--- src/rtl/game_control.sv ---
// Sequencing FSM for the basketball game: turns start/shot/name-entry events into
// one-cycle datapath load strobes, runs the round timer and a saturating shot count.
// Optional `define SHOT_DEBOUNCE_EN adds a stable-high debounce filter on shot.
module game_control #(
  parameter int TICKS_PER_SEC   = 50_000_000,
  parameter int GAME_SECONDS    = 60,
  parameter int DEBOUNCE_CYCLES = 250_000
) (
  input  logic       clk,
  input  logic       resetn,
  input  logic       start,
  input  logic       shot,
  input  logic       name_done,
  output logic       ld_reset,
  output logic       ld_wait,
  output logic       ld_one,
  output logic       ld_ten,
  output logic       ld_save,
  output logic       playing,
  output logic       name_entry,
  output logic [6:0] time_left
);

  localparam int PW = (TICKS_PER_SEC > 1) ? $clog2(TICKS_PER_SEC) : 1;
  localparam logic [PW-1:0] PRESC_LAST = PW'(TICKS_PER_SEC - 1);
  localparam logic [6:0] TIME_INIT = 7'(GAME_SECONDS);
  localparam logic [6:0] SHOT_MAX  = 7'd99;

  typedef enum logic [3:0] {
    S_CLEAR, S_IDLE, S_WAIT, S_PLAY, S_ONE, S_TEN, S_OVER, S_NAME, S_SAVE
  } state_t;

  state_t        state, state_nx;
  logic          start_q, sync1, sync2, shot_edge;
  logic          pending, active, tick, expire;
  logic [PW-1:0] presc;
  logic [6:0]    shot_cnt;

  always_ff @(posedge clk or negedge resetn) begin
    if (!resetn) begin
      start_q <= 1'b0;
      sync1   <= 1'b0;
      sync2   <= 1'b0;
    end else begin
      start_q <= start;
      sync1   <= shot;
      sync2   <= sync1;
    end
  end

`ifdef SHOT_DEBOUNCE_EN
  localparam int DW = $clog2(DEBOUNCE_CYCLES + 1);
  localparam logic [DW-1:0] DB_LAST = DW'(DEBOUNCE_CYCLES - 1);
  localparam logic [DW-1:0] DB_FULL = DW'(DEBOUNCE_CYCLES);
  logic [DW-1:0] db_cnt;

  // Counts consecutive high cycles; the edge fires once, on the last required one.
  always_ff @(posedge clk or negedge resetn) begin
    if (!resetn)               db_cnt <= '0;
    else if (!sync2)           db_cnt <= '0;
    else if (db_cnt != DB_FULL) db_cnt <= db_cnt + 1'b1;
  end
  assign shot_edge = sync2 && (db_cnt == DB_LAST);
`else
  logic sync3;
  always_ff @(posedge clk or negedge resetn) begin
    if (!resetn) sync3 <= 1'b0;
    else         sync3 <= sync2;
  end
  assign shot_edge = sync2 & ~sync3;
`endif

  assign active = (state == S_PLAY) || (state == S_ONE) || (state == S_TEN);
  assign tick   = active && (presc == PRESC_LAST);
  assign expire = tick && (time_left == 7'd1);

  always_ff @(posedge clk or negedge resetn) begin
    if (!resetn) state <= S_CLEAR;
    else         state <= state_nx;
  end

  always_comb begin
    state_nx   = state;
    ld_reset   = 1'b0;
    ld_wait    = 1'b0;
    ld_one     = 1'b0;
    ld_ten     = 1'b0;
    ld_save    = 1'b0;
    playing    = 1'b0;
    name_entry = 1'b0;
    case (state)
      S_CLEAR: begin
        ld_reset = 1'b1;
        state_nx = S_IDLE;
      end
      S_IDLE: if (start && !start_q) state_nx = S_WAIT;
      S_WAIT: begin
        ld_wait  = 1'b1;
        state_nx = S_PLAY;
      end
      S_PLAY: begin
        playing = 1'b1;
        // Expiry wins over a same-cycle shot so the final edge is never scored.
        if (expire || time_left == 7'd0)
          state_nx = S_OVER;
        else if ((pending || shot_edge) && shot_cnt < SHOT_MAX)
          state_nx = S_ONE;
      end
      S_ONE: begin
        playing  = 1'b1;
        ld_one   = 1'b1;
        state_nx = S_TEN;
      end
      S_TEN: begin
        playing  = 1'b1;
        ld_ten   = 1'b1;
        state_nx = (expire || time_left == 7'd0) ? S_OVER : S_PLAY;
      end
      S_OVER: state_nx = S_NAME;
      S_NAME: begin
        name_entry = 1'b1;
        if (name_done) state_nx = S_SAVE;
      end
      S_SAVE: begin
        ld_save  = 1'b1;
        state_nx = S_IDLE;
      end
      default: state_nx = S_CLEAR;
    endcase
  end

  // PLAY always consumes pending; edges seen in ONE/TEN are held one deep.
  always_ff @(posedge clk or negedge resetn) begin
    if (!resetn) begin
      pending <= 1'b0;
    end else begin
      case (state)
        S_ONE, S_TEN: begin
          if (state_nx == S_OVER) pending <= 1'b0;
          else if (shot_edge)     pending <= 1'b1;
        end
        default: pending <= 1'b0;
      endcase
    end
  end

  always_ff @(posedge clk or negedge resetn) begin
    if (!resetn) begin
      presc     <= '0;
      time_left <= TIME_INIT;
      shot_cnt  <= 7'd0;
    end else begin
      if (state == S_WAIT)  presc <= '0;
      else if (tick)        presc <= '0;
      else if (active)      presc <= presc + 1'b1;

      if (state == S_WAIT)                 time_left <= TIME_INIT;
      else if (tick && time_left != 7'd0)  time_left <= time_left - 7'd1;

      if (state == S_WAIT)                               shot_cnt <= 7'd0;
      else if (state == S_ONE && shot_cnt < SHOT_MAX)    shot_cnt <= shot_cnt + 7'd1;
    end
  end

endmodule
--- config.mk ---
export PLATFORM = sky130hd
export DESIGN_NAME = game_control
export DESIGN_NICKNAME = d
export VERILOG_FILES = /design/src/rtl/game_control.sv
export SDC_FILE = /design/constraint.sdc
export NUM_CORES = 1
export LEC_CHECK = 0
export CAP_MARGIN = 0
export CELL_PAD_IN_SITES_DETAIL_PLACEMENT = 0
export CELL_PAD_IN_SITES_GLOBAL_PLACEMENT = 2
export CORE_MARGIN = 2
export CORE_UTILIZATION = 38
export CTS_BUF_LIST = sky130_fd_sc_hd__clkbuf_2
export CTS_CLUSTER_DIAMETER = 120
export DETAILED_ROUTE_END_ITERATION = 7
export GPL_TIMING_DRIVEN = 0
export PLACE_DENSITY_LB_ADDON = 0.15
export SLEW_MARGIN = 20
export SYNTH_ARGS = -nofsm -noshare
export SYNTH_HDL_FRONTEND = slang
export SYNTH_SLANG_ARGS = --single-unit
--- constraint.sdc ---
create_clock -name clk -period 2.2 [get_ports clk]
set_clock_uncertainty 0.1 [all_clocks]
set_input_delay 0.55 -clock clk [delete_from_list [all_inputs] [get_ports clk]]
set_output_delay 0.55 -clock clk [all_outputs]
set_load 0.01 [all_outputs]
==> results of run 1 <==
[registers in the layout, indices dropped and copies added (netlist names)]
register / count
presc: 26
sync2: 1
sync1: 1
shot_cnt: 7
start_q: 1
state: 4
time_left: 7
pending: 1
sync3: 1
[stage by stage]
step	setup TNS, ps	power [mW]
global route	-2050	3.32
finish	-933	3.12
global placement	-63720	1.93
CTS	-1050	2.83
floorplan	0	1.62
detailed placement	-12090	1.93
[worst max path at each step]
stage	start	endpoint	slack, ps	depth (start not counted)
finish	state[1]	ld_wait	-270	5
global route	state[1]	ld_wait	-360	5
CTS	state[3]	ld_wait	-280	4
detailed placement	state[1]	ld_wait	-810	6
global placement	resetn	presc[21]	-1100	1
floorplan	state[1]	ld_wait	100	5
[power breakdown]
part / switching, mW / leakage, nW / total (mW) / internal [mW]
Sequential: 0.0868 / 0.638 / 1.08 / 0.991
Clock: 0.308 / 0.0430 / 0.503 / 0.195
Combinational: 0.781 / 0.893 / 1.54 / 0.759
[metal layers]
layer / routed length (µm) / part of all wire (%)
met1: 3460 / 50
met2: 3120 / 45
met3: 296 / 4.3
met4: 67 / 0.96
met5: 0 / 0
[critical path, cell delays in order (launching register included)]
cell	delay, ps
dfrtp_1	430
clkbuf_8	140
inv_1	40
or4_4	560
inv_4	90
buf_6	90
[kinds of logic (layout without fill, tap and decap cells)]
kind of cell,Yosys count,in the layout
muxes,1,1
AOI/OAI and AO/OA,39,39
buffers and inverters,19,92
and+or+nand+nor,145,145
xor gates and xnor gates,26,26
DFF,49,49
adders and majority gates,5,5
[area by class of cell]
| type | instances | area [µm²] | area share [%] |
|---|---|---|---|
| plain buffers | 7 | 57.6 | 1.60 |
| clock buffers | 6 | 30.0 | 0.836 |
| clock inverters | 2 | 35.0 | 0.975 |
| inverters | 10 | 40.0 | 1.11 |
| multi-input cells | 216 | 1520 | 42.2 |
| flip-flops and latches | 49 | 1240 | 34.5 |
| well taps | 80 | 100 | 2.79 |
| repair buffers | 67 | 572 | 15.9 |
[cells in the mapped netlist, drive strengths merged]
cell / count / share of area, %
buf: 3 / 0.58
or4: 7 / 2.0
and4: 2 / 0.67
o21a: 1 / 0.29
a21oi: 11 / 2.1
inv: 10 / 1.4
a211oi: 1 / 0.29
or3: 4 / 0.96
nor3b: 4 / 1.3
a31oi: 2 / 0.48
a21o: 1 / 0.29
nor2: 41 / 5.9
and3: 4 / 0.96
mux2i: 1 / 0.38
nand2: 27 / 3.9
nor4b: 1 / 0.34
nand3b: 1 / 0.29
nor3: 6 / 1.2
xor2: 11 / 3.7
or2: 1 / 0.24
dfrtp: 45 / 43
nor4bb: 2 / 0.77
xnor2: 15 / 5.0
or3b: 1 / 0.34
nor2b: 1 / 0.24
o311ai: 1 / 0.34
nand4: 14 / 3.4
nand4b: 2 / 0.67
or4b: 1 / 0.38
a32o: 1 / 0.38
ha: 5 / 2.4
clkbuf: 6 / 0.87
o31ai: 3 / 0.87
nor4: 7 / 2.3
dfstp: 4 / 4.0
nand3: 16 / 3.1
a2111oi: 1 / 0.34
o21ai: 17 / 3.3
and2: 3 / 0.72
[what timing repair did]
| action | 4_1_cts | 5_1_grt |
|---|---|---|
| endpoints found under the hold margin | 9 | 0 |
| pin swaps | 10 | 18 |
| gates resized for setup | 71 | 47 |
| buffers inserted | 28 | 21 |
| hold buffers | 1 | 0 |
| setup endpoints to repair | 46 | 42 |
==> results.ini, run 1 <==
[placement]
placedCellCount = 382
pre_cts_ws_ps = -810
place_congestion = 0.778
dpl_cell_area_um2 = 2890
place_hpwl_um = 4100
portBuffers = 18

[critical_path]
r2r_end = time_left[3]
worstSetupPathType = flip-flop to primary output
cp.required_ps = 1550
cp-start-kind = flip-flop
arrival_ps = 1820
critPathCaptureType = primary output
timing.rr.start = state[3]
crit_fanout = 3
r2r_cells = 8
r2r_slack_ps = 0

[run_status]
status = finished, violations left
violations = negative setup slack

[sta]
period_share_pct = 112
setup_viol = 7
hold_slack_ps = 289
finalCriticalPeriod_ps = 2470
hold_violations = 0
relSlewSlack_pct = 56.4
timing.final.ws_setup_ps = -272
worst_pin_slew_ps = 654
fmax_mhz = 405
grt_setup_unrepaired = yes
slew_viol_final = 0

[die]
die_area_um2 = 7530
boundaryPins = 19
coreArea_um2 = 6720
die_x_um = 86.8
num_rows = 30
start_util_pct = 38.7
die_h_um = 86.8

[worst_hold_path]
hold_end = sync2
whs_path_depth = 0
hold_class = flip-flop to flip-flop
worstHoldStart = sync1

[cts]
path_clk_slew_ps = 270
cts_buffers = 5
cts_max_level = 2
clock_latency_ps = 460
cts_tree = done
clock-sinks = 49
ctsRootBufferMaster = clkbuf_2
cts.path.max_buffers = 2

[grt]
met1_usage_pct = 29.7
grt_util_met3_pct = 3.81
grt.busiest_layer = met1
grt_pass1_wl_um = 11500
track_usage_pct = 19.6
grt-ovfl-total = 0
grt_pass1_vias = 2286
antenna_found_initial = 0
met2_usage_pct = 28.5
grt_max_degree = 50

[yosys]
synth-compound-area-share_pct = 8.65
synth_xor_area_share_pct = 8.75
synth_area_um2 = 2600
yosysWarnings = 0
synth_top_family_by_area = simple AND/OR/NAND/NOR gates
synth_mux_area_share_pct = 0.385
synthCells = 284
ys_seq_area_share_pct = 47.3
syn_area_per_cell_um2 = 9.16
synth-simple-area-share_pct = 29.6
synth_seq_cells = 49
synth_cell_types = 42
synth-adder-area-share_pct = 2.40
synth_nets = 294

[power_and_ir_drop]
cellPowerDensity_nw_per_um2 = 868
irDropWorstVdd_v = 0.000348
power_leakage_nw = 1.57

[layout]
n_antenna_cell = 0
post-route-util_pct = 53.5
area_delta_synth_final_pct = 38.1
nFillCells = 634
final_cell_mix = nor2_1, buf_4, dfrtp_1
fin_cells = 437
drive_above_1_share_pct = 31.9
final_nets = 366
stdcell_area_um2 = 3590

[routing]
post_drt_wl_per_cell_um = 15.9
drcViolationCount = 0
num_vias = 2316
via_per_inst = 5.30
firstDrtPassIters = 4
detail-route-antenna-nets = 0
drt_iter0_markers = 120
finalWirelength_um = 6940

[run]
max_cap_violations = 0

Note: power is estimated with default switching activity, not from simulation.
==> inputs of run 2 (changes only) <==
--- a/config.mk
+++ b/config.mk
@@ -14,7 +14,7 @@
 export CTS_CLUSTER_DIAMETER = 120
 export DETAILED_ROUTE_END_ITERATION = 7
 export GPL_TIMING_DRIVEN = 0
-export PLACE_DENSITY_LB_ADDON = 0.15
+export PLACE_DENSITY = 0.8
 export SLEW_MARGIN = 20
 export SYNTH_ARGS = -nofsm -noshare
 export SYNTH_HDL_FRONTEND = slang
==> run 2 against run 1 <==
The run still ends with negative setup slack left. Core utilization down 1.1 points. Fmax up 2.3%. Largest cell class unchanged. Final area is 2.1% lower. Worst setup slack improved by 55 ps. Critical path depth shrank 1.
==> results.ini, run 2 (synthesis gave the netlist of run 1 again) <==
[run_status]
status = finished, violations left
violations = negative setup slack

[layout]
final_nets = 361
largestRegisters = presc (26), shot_cnt (7), time_left (7)
n_antenna_cell = 0
largest_register_ffs = 26
top_register = presc
drive_above_1_share_pct = 29.8
area_delta_synth_final_pct = 35.1
final_cell_mix = nor2_1, dfrtp_1, buf_4
nFillCells = 625
post-route-util_pct = 52.3

[grt]
grt-ovfl-total = 0
grt_pass1_vias = 2149
grt_pass1_wl_um = 11000
antenna_found_initial = 0
grt_max_degree = 50
track_usage_pct = 18.6

[sta]
setup_viol = 5
hold_violations = 0
timing.final.ws_setup_ps = -216
finalCriticalPeriod_ps = 2420
grt_setup_unrepaired = yes
period_share_pct = 110
hold_slack_ps = 298
relSlewSlack_pct = 56.2
worst_pin_slew_ps = 657
slew_viol_final = 0
finalSetupTns_ps = -552
fmax_mhz = 414

[placement]
place_hpwl_um = 4210
portBuffers = 18
place_congestion = 0.762

[die]
die_h_um = 86.8
die_x_um = 86.8
die_area_um2 = 7530
start_util_pct = 38.7
num_rows = 30
boundaryPins = 19
coreArea_um2 = 6720

[critical_path]
r2r_end = time_left[3]
r2r_cells = 9
endpoint = ld_wait
cpPeakStageDelay_ps = 520
crit_fanout = 3
cp-start-kind = flip-flop
r2r_slack_ps = -50
setup.worst_path.start = state[0]
cp.required_ps = 1550
path_buf_inv = 3
worstSetupPathType = flip-flop to primary output
crit_slowest_cell = or4_4
cp_cell_sequence = buf_6 > or4_4 > inv_4 > buf_6
crit_top_cell = buf_6
cp.depth = 4
timing.rr.start = state[3]
path_delay_family = simple AND/OR/NAND/NOR gates
arrival_ps = 1770
critPathCaptureType = primary output

[cts]
ctsRootBufferMaster = clkbuf_2
path_clk_slew_ps = 280
clock_latency_ps = 450
cts.path.max_buffers = 2
clock-sinks = 49
cts_buffers = 5
cts_tree = done
cts_max_level = 2

[routing]
drt_iter0_markers = 110
post_drt_wl_per_cell_um = 15.5
wl_met2_um = 3010
detail-route-antenna-nets = 0
top_layer_used = met4
drcViolationCount = 0
firstDrtPassIters = 4
via_per_inst = 5.36
num_vias = 2315
dr_wl_met3_um = 223
wl_met1_um = 3410
finalWirelength_um = 6710

[run]
max_cap_violations = 0

[power_and_ir_drop]
power_leakage_nw = 1.53
irDropWorstVdd_v = 0.000272
cellPowerDensity_nw_per_um2 = 871

[worst_hold_path]
hold_class = flip-flop to flip-flop

[run 2: cell count changes in the layout (fill, tap and decap cells not counted), sizes merged]
cell,previous run,this run
buf,60,55
bufinv,1,0
clkbuf,9,8
clkinvlp,0,1
inv,10,11
[run 2: final cells by class]
class	instances	area (µm²)	area share, %
Inverter	10	42.5	1.21
Tap cell	80	100	2.85
Clock buffer	5	25.0	0.711
Timing Repair Buffer	61	529	15.0
Sequential cell	49	1240	35.2
Buffer	8	78.8	2.24
Clock inverter	3	21.3	0.605
Multi-Input combinational cell	216	1480	42.2
[run 2: how the worst min path moves through the flow]
| stage | depth (start not counted) | from | endpoint |
|---|---|---|---|
| floorplan | 0 | resetn | pending |
| global placement | 0 | sync1 | sync2 |
| detailed placement | 0 | sync1 | sync2 |
| CTS | 0 | sync1 | sync2 |
| global route | 1 | shot | sync1 |
| finish | 0 | sync1 | sync2 |
[run 2: power breakdown]
group          switching (mW)  internal [mW]  total [mW]
clock network           0.322         0.0806       0.402
registers              0.0847          0.990        1.07
logic                   0.793          0.794        1.59
total                    1.20           1.86        3.06
[run 2: stage by stage]
stage	setup WS, ps	cells	area, µm²	power (mW)
after floorplan	103	284	2610	1.62
after global placement	-1100	382	2890	1.94
after detailed placement	-779	382	2890	1.94
after CTS	-203	416	3260	2.73
after global routing	-267	432	3520	3.24
final	-216	432	3520	3.06
[run 2: routing by layer]
metal / vias up / GRT usage (%)
met5: - / 0
met4: 0 / 4.26
met3: 6 / 3.81
met2: 35 / 26.4
met1: 1130 / 28.9
li1: 1144 / -
[run 2: worst register-to-register path, cell delays in order, from the launching register on]
cell and delay, ps:
dfrtp_2 500, buf_6 140, nor4bb_4 330, nor2_2 80
inv_2 110, buf_6 110, buf_6 90, nand3_4 90
or4b_4 500, mux2i_1 150
[run 2: what timing repair did]
action | CTS | global route
hold buffers | 1 | 0
hold endpoints to repair | 17 | 0
endpoints found under the setup margin | 45 | 41
gates resized for setup | 76 | 40
setup buffers | 26 | 17
pin swaps | 9 | 20
==> inputs of run 3 (changes only) <==
--- a/config.mk
+++ b/config.mk
@@ -8,11 +8,11 @@
 export CAP_MARGIN = 0
 export CELL_PAD_IN_SITES_DETAIL_PLACEMENT = 0
 export CELL_PAD_IN_SITES_GLOBAL_PLACEMENT = 2
-export CORE_MARGIN = 2
 export CORE_UTILIZATION = 38
 export CTS_BUF_LIST = sky130_fd_sc_hd__clkbuf_2
 export CTS_CLUSTER_DIAMETER = 120
 export DETAILED_ROUTE_END_ITERATION = 7
+export GPL_ROUTABILITY_DRIVEN = 1
 export GPL_TIMING_DRIVEN = 0
 export PLACE_DENSITY = 0.8
 export SLEW_MARGIN = 20
==> run 3 against run 2 <==
Flip-flop and latch count did not move. Critical path type unchanged. Sequential share of layout area fell by 0.95 points. Largest cell class unchanged. Register-to-register slack got worse by 20 ps. Non-clock buffer count rose by 3. Final area rose by 2.7%. Hold slack got worse by 320 ps. Total power rose by 0.20%. First-iteration DRC count rose by 28%. The flow finishes with violations (negative hold slack, negative setup slack). Final cell count did not move.
==> results.ini, run 3 (synthesis gave the netlist of run 1 again) <==
[run_status]
status = finished, violations left
violations = negative hold slack, negative setup slack

[grt]
grt-ovfl-total = 0
met1_usage_pct = 29.7
grt_util_met3_pct = 2.95
track_usage_pct = 20.0
grt_max_degree = 50
grt_pass1_wl_um = 11400
grt_pass1_vias = 2286
antenna_found_initial = 0
grt.busiest_layer = met2
met2_usage_pct = 30.7

[die]
boundaryPins = 19
start_util_pct = 40.1
die_x_um = 84.8
die_area_um2 = 7180
die_h_um = 84.8
coreArea_um2 = 6490
num_rows = 29

[layout]
layout_commonest_cell = dfrtp_1
largest_register_ffs = 26
largestRegisters = presc (26), shot_cnt (7), time_left (7)
final_cell_mix = dfrtp_1, nor2_1, buf_4
area_delta_synth_final_pct = 38.7
final_nets = 364
top_register = presc
drive_above_1_share_pct = 31.8
n_antenna_cell = 0

[run]
max_cap_violations = 0

[power_and_ir_drop]
power.total_mw = 3.07
cellPowerDensity_nw_per_um2 = 850
intPower_mw = 1.93
irDropWorstVdd_v = 0.000313
power.share.switching_pct = 37.0
power_switching_mw = 1.14
pwr-share-seq_pct = 34.9
power_leakage_nw = 1.57
clkPwrFrac_pct = 12.5
power_frac_comb_pct = 52.6

[critical_path]
critPathCaptureType = primary output
path_delay_family = simple AND/OR/NAND/NOR gates
r2r_cells = 9
cp-start-kind = flip-flop
worstSetupPathType = flip-flop to primary output
r2r_slack_ps = -70
timing.rr.start = state[3]
cp.required_ps = 1550
cpPeakStageDelay_ps = 570
cp_cell_sequence = buf_12 > or4_4 > inv_4 > buf_6
crit_slowest_cell = or4_4
arrival_ps = 1790
r2r_end = presc[25]
path_buf_inv = 3
crit_fanout = 3

[sta]
period_share_pct = 111
timing.final.ws_setup_ps = -238
hold_violations = 17
worst_pin_slew_ps = 649
setup_viol = 11
relSlewSlack_pct = 56.7
grt_setup_unrepaired = yes
finalSetupTns_ps = -908
slew_viol_final = 0
hold_slack_ps = -18.8
fmax_mhz = 410
finalCriticalPeriod_ps = 2440

[cts]
cts_buffers = 5
clock-sinks = 49
path_clk_slew_ps = 260
clock_latency_ps = 430
cts.path.max_buffers = 2
ctsRootBufferMaster = clkbuf_2
cts_tree = done
cts_max_level = 2

[routing]
detail-route-antenna-nets = 0
drcViolationCount = 0
num_vias = 2346
via_per_inst = 5.43
finalWirelength_um = 6620
firstDrtPassIters = 4
post_drt_wl_per_cell_um = 15.3
drt_iter0_markers = 141

[placement]
pre_cts_ws_ps = -754
portBuffers = 18
place_congestion = 0.739
place_hpwl_um = 4040

[worst_hold_path]
hold_class = primary input to async pin

[run 3: changes by cell type in the layout (fill, tap and decap cells not counted), moves of 3 or more]
cell	delta
buf_12	+4
buf_8	-3
clkbuf_2	+3
nand3_1	-3
or4_1	-3
or4_4	+3
[run 3: timing repair]
action,CTS,global route
gates resized for setup,74,40
pin swaps,11,22
setup buffers,33,20
hold buffers,0,0
setup endpoints to repair,44,30
[run 3: power by group through the flow]
stage | Combinational [mW] | Clock, mW | Sequential [mW]
2_1_floorplan | 0.548 | 0 | 1.07
3_3_place_gp | 0.839 | 0 | 1.09
3_5_place_dp | 0.828 | 0 | 1.09
4_1_cts | 1.42 | 0.407 | 1.07
5_1_grt | 1.75 | 0.432 | 1.08
6_report | 1.61 | 0.383 | 1.07
[run 3: worst max-delay path by stage]
stage          startpoint         to  slack, ps  cells after the start
5_1_grt          state[2]    ld_wait       -280                      4
2_1_floorplan    state[1]    ld_wait        100                      5
6_report         state[2]    ld_wait       -240                      4
3_3_place_gp       resetn  presc[21]      -1070                      1
4_1_cts          state[3]    ld_wait       -250                      4
3_5_place_dp     state[1]    ld_wait       -750                      6
[run 3: area by class of cell]
type / count / area (µm²)
fill: 572 / 2880
multi-input combinational: 216 / 1540
sequential: 49 / 1240
timing repair buffer: 65 / 603
tap: 77 / 96.3
buffer: 7 / 53.8
inverter: 10 / 40.0
clock buffer: 7 / 35.0
clock inverter: 1 / 7.51
[run 3: metrics by stage]
stage,util (%),hold slack [ps],instances,instance area [µm²]
floorplan,-,154,284,2610
global placement,44.4,234,379,2890
detailed placement,44.4,243,379,2880
CTS,51.4,5.28,417,3340
global route,55.6,6.03,432,3610
finish,55.6,-18.8,432,3610
[run 3: metal layers]
metal,wire length (µm),up-vias
met4,64,0
li1,-,1148
met3,210,8
met2,2930,42
met5,0,-
met1,3410,1148
